File: src/rtl/simon_core_param.sv
// Iterative SIMON 2N/MN block cipher core with an expanded round-key store.
// Define SIMON_UNROLL2_EN to run two rounds per cycle in RUN.
module simon_core_param #(
    parameter int unsigned N = 32,
    parameter int unsigned M = 3,
    parameter int unsigned T = 42,
    parameter int unsigned J = 2
) (
    input  logic                  clk,
    input  logic                  R,
    input  logic                  newKey,
    input  logic [M-1:0][N-1:0]   KEY,
    output logic                  loadKey,
    output logic                  doneKey,
    input  logic                  newData,
    input  logic                  enc_dec,
    input  logic [1:0][N-1:0]     blockIN,
    output logic                  loadData,
    output logic                  doneData,
    input  logic                  readData,
    output logic [1:0][N-1:0]     outData,
    output logic [2:0]            state
);

    localparam int unsigned IdxW = $clog2(T);

    localparam logic [61:0] Z0 = 62'b11111010001001010110000111001101111101000100101011000011100110;
    localparam logic [61:0] Z1 = 62'b10001110111110010011000010110101000111011111001001100001011010;
    localparam logic [61:0] Z2 = 62'b10101111011100000011010010011000101000010001111110010110110011;
    localparam logic [61:0] Z3 = 62'b11011011101011000110010111100000010010001010011100110100001111;
    localparam logic [61:0] Z4 = 62'b11010001111001101011011000100000010111000011001010010011101111;
    localparam logic [61:0] ZSel = (J == 0) ? Z0 : (J == 1) ? Z1 : (J == 2) ? Z2 :
                                   (J == 3) ? Z3 : Z4;

`ifdef SIMON_UNROLL2_EN
    localparam logic [IdxW-1:0] Step = IdxW'(2);
`else
    localparam logic [IdxW-1:0] Step = IdxW'(1);
`endif

    typedef enum logic [2:0] {
        StIdle   = 3'd0,
        StKeyExp = 3'd1,
        StReady  = 3'd2,
        StRun    = 3'd3,
        StDone   = 3'd4
    } state_e;

    function automatic logic [N-1:0] rol(input logic [N-1:0] v, input int unsigned s);
        return (v << s) | (v >> (N - s));
    endfunction

    function automatic logic [N-1:0] ror(input logic [N-1:0] v, input int unsigned s);
        return (v >> s) | (v << (N - s));
    endfunction

    function automatic logic [N-1:0] rf(input logic [N-1:0] v);
        return (rol(v, 1) & rol(v, 8)) ^ rol(v, 2);
    endfunction

    state_e              state_q, state_d;
    logic [N-1:0]        rk_q [T];
    logic [IdxW-1:0]     kidx_q, round_q;
    logic [5:0]          zidx_q;
    logic [N-1:0]        x_q, y_q;
    logic                dec_q;
    logic [1:0][N-1:0]   out_q;
    logic                done_key_q, done_data_q, rd_q;

    logic key_acc, data_acc, kexp_step, kexp_last, run_step, run_last, run_end;
    logic [N-1:0]    kx_tmp, kx_new;
    logic [5:0]      zpos;
    logic [IdxW-1:0] ki0;
    logic [N-1:0]    x1, y1, rnd_x, rnd_y;

`ifdef SIMON_UNROLL2_EN
    // Second round is skipped on the final cycle when T is odd.
    assign run_end = (round_q == IdxW'(T - 1)) || (round_q == IdxW'(T - 2));
`else
    assign run_end = (round_q == IdxW'(T - 1));
`endif

    always_comb begin
        state_d   = state_q;
        key_acc   = 1'b0;
        data_acc  = 1'b0;
        kexp_step = 1'b0;
        kexp_last = 1'b0;
        run_step  = 1'b0;
        run_last  = 1'b0;
        case (state_q)
            StIdle: begin
                if (newKey) begin
                    key_acc = 1'b1;
                    state_d = StKeyExp;
                end
            end
            StKeyExp: begin
                kexp_step = 1'b1;
                if (kidx_q == IdxW'(T - M - 1)) begin
                    kexp_last = 1'b1;
                    state_d   = StReady;
                end
            end
            StReady: begin
                if (newKey) begin
                    key_acc = 1'b1;
                    state_d = StKeyExp;
                end else if (newData && done_key_q) begin
                    data_acc = 1'b1;
                    state_d  = StRun;
                end
            end
            StRun: begin
                run_step = 1'b1;
                if (run_end) begin
                    run_last = 1'b1;
                    state_d  = StDone;
                end
            end
            StDone: begin
                if (newKey) begin
                    key_acc = 1'b1;
                    state_d = StKeyExp;
                end else if (readData && !rd_q) begin
                    state_d = StReady;
                end
            end
            default: state_d = StIdle;
        endcase
    end

    always_comb begin
        zpos   = 6'd61 - zidx_q;
        kx_tmp = ror(rk_q[kidx_q + IdxW'(M - 1)], 3);
        if (M == 4) begin
            kx_tmp = kx_tmp ^ rk_q[kidx_q + IdxW'(1)];
        end
        kx_tmp = kx_tmp ^ ror(kx_tmp, 1);
        kx_new = ~rk_q[kidx_q] ^ kx_tmp ^ {{(N - 1){1'b0}}, ZSel[zpos]} ^ N'(3);
    end

    always_comb begin
        ki0   = dec_q ? (IdxW'(T - 1) - round_q) : round_q;
        x1    = y_q ^ rf(x_q) ^ rk_q[ki0];
        y1    = x_q;
        rnd_x = x1;
        rnd_y = y1;
`ifdef SIMON_UNROLL2_EN
        if (round_q != IdxW'(T - 1)) begin
            rnd_x = y1 ^ rf(x1) ^ rk_q[dec_q ? (IdxW'(T - 2) - round_q) : (round_q + IdxW'(1))];
            rnd_y = x1;
        end
`endif
    end

    always_ff @(posedge clk or posedge R) begin
        if (R) begin
            state_q     <= StIdle;
            kidx_q      <= '0;
            zidx_q      <= '0;
            round_q     <= '0;
            x_q         <= '0;
            y_q         <= '0;
            dec_q       <= 1'b0;
            out_q       <= '0;
            done_key_q  <= 1'b0;
            done_data_q <= 1'b0;
            rd_q        <= 1'b0;
        end else begin
            state_q <= state_d;
            rd_q    <= readData;
            if (key_acc) begin
                kidx_q     <= '0;
                zidx_q     <= '0;
                done_key_q <= 1'b0;
            end else if (kexp_last) begin
                done_key_q <= 1'b1;
            end else if (kexp_step) begin
                kidx_q <= kidx_q + IdxW'(1);
                zidx_q <= (zidx_q == 6'd61) ? 6'd0 : zidx_q + 6'd1;
            end
            // Decrypt runs the encrypt round on swapped halves with reversed keys.
            if (data_acc) begin
                dec_q   <= ~enc_dec;
                x_q     <= enc_dec ? blockIN[1] : blockIN[0];
                y_q     <= enc_dec ? blockIN[0] : blockIN[1];
                round_q <= '0;
            end else if (run_step) begin
                x_q     <= rnd_x;
                y_q     <= rnd_y;
                round_q <= run_last ? '0 : round_q + Step;
            end
            if (run_last) begin
                done_data_q <= 1'b1;
                out_q       <= dec_q ? {rnd_y, rnd_x} : {rnd_x, rnd_y};
            end else if (state_q == StDone && state_d != StDone) begin
                done_data_q <= 1'b0;
            end
        end
    end

    always_ff @(posedge clk) begin
        if (key_acc) begin
            for (int i = 0; i < M; i++) begin
                rk_q[i] <= KEY[i];
            end
        end else if (kexp_step) begin
            rk_q[kidx_q + IdxW'(M)] <= kx_new;
        end
    end

    assign loadKey  = key_acc & ~R;
    assign loadData = data_acc & ~R;
    assign doneKey  = done_key_q;
    assign doneData = done_data_q;
    assign outData  = out_q;
    assign state    = state_q;

endmodule
File: config.mk
export PLATFORM = sky130hd
export DESIGN_NAME = simon_core_param
export DESIGN_NICKNAME = d
export VERILOG_FILES = /design/src/rtl/simon_core_param.sv
export SDC_FILE = /design/constraint.sdc
export NUM_CORES = 2
export LEC_CHECK = 0
export CAP_MARGIN = 15
export CORE_MARGIN = 4
export CORE_UTILIZATION = 40
export DETAILED_ROUTE_END_ITERATION = 7
export GPL_TIMING_DRIVEN = 1
export PLACE_DENSITY = 0.6
export RECOVER_POWER = 100
export SLEW_MARGIN = 30
export SYNTH_ARGS = -nofsm -noshare
export SYNTH_HDL_FRONTEND = slang
export SYNTH_SLANG_ARGS = --single-unit
File: constraint.sdc
create_clock -name clk -period 6.75 [get_ports clk]
set_input_delay 1.6875 -clock clk [delete_from_list [all_inputs] [get_ports clk]]
set_output_delay 1.6875 -clock clk [all_outputs]
set_load 0.02 [all_outputs]
==> flow_summary.yaml <==
status:
  status: "finished with violations"
  violations: "capacitance limit, slew limit"
sta:
  tightest_slew_ns: 3.16
  post-route-period-util_pct: 94.1
  maxSlewHeadroom_pct: -111
  final_max_slew_viol_count: 1029
  final-setup-viol-count: 0
  max_freq_mhz: 157
  timing.final.crit_period_ns: 6.35
  final.setup_skew_ns: 0.0415
  postLayoutSetupSlackWorst_ns: 0.400
  fin_tns_setup_ns: 0
  rsz0062_at_grt: "no"
  hold_viol: 0
synthesis:
  yosys_warnings: 0
  synth_area_per_cell_um2: 15.8
  netlist_instances: 5549
  synth_cell_type_count: 94
  syn-num-nets: 5730
  ys_seq_elements: 1561
  synthFlopType: "edfxtp_1"
  synth-async-reset-ratio_pct: 9.80
  synth-edff-count: 1408
  synth_area_um2: 87500
  yosysSeqAreaShare_pct: 52.7
clock_network:
  clk_pin_slew_worst_paths_ns: 0.06
  clockRootBuffer: "clkbuf_16"
  post_cts_buffers: 0
  cts-resized-gates: 0
  h-tree-depth: 4
  tritoncts: "built"
  clockBufferDepth: 3
  clock_latency_ns: 0.83
  cts_hold_buf: 0
  cts_buffers: 166
  clkSinkCount: 1561
worst_setup_path:
  cp_max_fo: 37
  r2r-end: "rk_q[16][26]"
  critPathLaunchType: "flop"
  ff2ff_path_depth: 7
  critPathCaptureType: "flop"
  worst_ep_required_time_ns: 7.23
  crit_start: "kidx_q[0]"
  critPathKind: "reg2reg"
  r2r-start: "kidx_q[0]"
  critPathCapture: "rk_q[16][26]"
  rrSetupSlack_ns: 0.40
  cp.arrival_ns: 6.83
die:
  initial_core_util_pct: 40.2
  core-area_um2: 217000
  rows: 171
  die-width_um: 476
  io_pins: 237
  fp.dieH_um: 476
  die_area_um2: 226000
detailed_routing:
  routed_wl_um: 355000
  wl_per_cell_um: 40.5
  drcViolationCount: 0
  via_count: 63251
  routed_via_density: 7.23
  first_pass_iters: 6
  antenna_left: 0
  drt_iter0_drc: 11587
layout:
  fin_nets: 5919
  syn_to_final_growth_pct: 13.8
  final_area_um2: 99600
  fillers: 18671
  layout_common_cells: "1,408 x edfxtp_1, 992 x mux4_2, 461 x nand2_1, 289 x mux2i_1, 233 x nor2_1"
  final_common_cell: "edfxtp_1"
  drive_gt1_share_pct: 28.5
global_route:
  overflow: 0
  grt_max_degree: 120
  grtUsageTotal_pct: 30.7
  grt_pass1_wl_um: 484000
  antenna_found_initial: 23
  grt_pass1_vias: 60250
placed_design:
  dpl.hpwl_um: 233000
  dpl_cell_area_um2: 94700
  portBuffers: 236
  routabilityCongestion: 0.969
  dp_slack_ns: 1.10
run:
  cap_violations: 47
hold_path:
  hold_path.class: "reg2reg"
==> flip-flops by register name, summed over array words and instances, names as in the netlist <==
register,cells
doneData,1
y_q,32
rnd_y,32
rk_q,1408
dec_q,1
rd_q,1
outData,64
kidx_q,6
zidx_q,6
round_q,6
state,3
doneKey,1
==> how the worst min path moves through the flow <==
stage,slack [ns],start,cells past startpoint,to
2_1_floorplan,0.48,round_q[5],1,round_q[5]
3_3_place_gp,0.50,doneData,2,doneData
3_5_place_dp,0.52,y_q[17],1,y_q[17]
4_1_cts,0.54,y_q[11],1,y_q[11]
5_1_grt,0.56,y_q[31],1,y_q[31]
6_report,0.53,doneData,2,doneData
==> final cells by class <==
cell class,count,area (µm²),area share [%]
timing repair buffer,543,5150,5.17
inverter,29,120,0.121
antenna,23,57.6,0.0578
tap,2854,3570,3.59
clock inverter,103,1110,1.11
clock buffer,200,4410,4.43
sequential,1561,46100,46.3
multi-input combinational,3437,39000,39.2
==> critical path: stages (launching register included) <==
cell,delay [ns]
dfrtp_4,0.98
inv_1,0.88
ha_1,0.55
xor2_1,0.18
and2_1,0.22
nand3_1,0.37
nor2_1,2.38
buf_12,0.31
==> metal layers <==
| metal | share of wire (%) | global-route usage, % |
|---|---|---|
| met2 | 42 | 43.4 |
| met3 | 16 | 12.6 |
| met1 | 34 | 39.7 |
| met5 | 0.042 | 0 |
| met4 | 7.3 | 17.8 |
==> stage by stage <==
step / instances / utilization, % / hold WS, ns
2_1_floorplan: 5549 / - / 0.482
3_3_place_gp: 8401 / 43.3 / 0.496
3_5_place_dp: 8420 / 43.6 / 0.521
4_1_cts: 8723 / 46.1 / 0.537
5_1_grt: 8730 / 45.8 / 0.556
6_report: 8750 / 45.8 / 0.532
==> synth_stat cells (36+ instances only) <==
| cell type | n | area [µm²] |
|---|---|---|
| mux2i_1 | 290 | 2900 |
| o221ai_1 | 72 | 631 |
| mux4_2 | 992 | 22300 |
| dfrtp_1 | 153 | 3830 |
| a22oi_1 | 84 | 631 |
| nand4_1 | 63 | 394 |
| buf_6 | 36 | 405 |
| a31oi_1 | 55 | 344 |
| nand3_1 | 54 | 270 |
| buf_2 | 142 | 711 |
| edfxtp_1 | 1408 | 42300 |
| a221o_1 | 39 | 390 |
| mux2_2 | 86 | 968 |
| o22ai_1 | 117 | 732 |
| buf_4 | 53 | 398 |
| o21ai_0 | 206 | 1030 |
| clkbuf_1 | 256 | 961 |
| nand2_1 | 464 | 1740 |
| a21oi_1 | 118 | 591 |
| nor3_1 | 42 | 210 |
| nor2_1 | 251 | 942 |
| xnor2_1 | 131 | 1150 |
==> cell families after synthesis <==
kind of cell    share of synthesized area [%]
xor+xnor                                 1.83
fa+ha+maj                               0.215
flops                                    52.7
buf+inv                                  3.14
simple gates                             5.01
compound gates                           6.91
mux                                      30.2
Power is not shown: default switching activity piles up to over one toggle a cycle in this logic, so the estimate is an artifact.
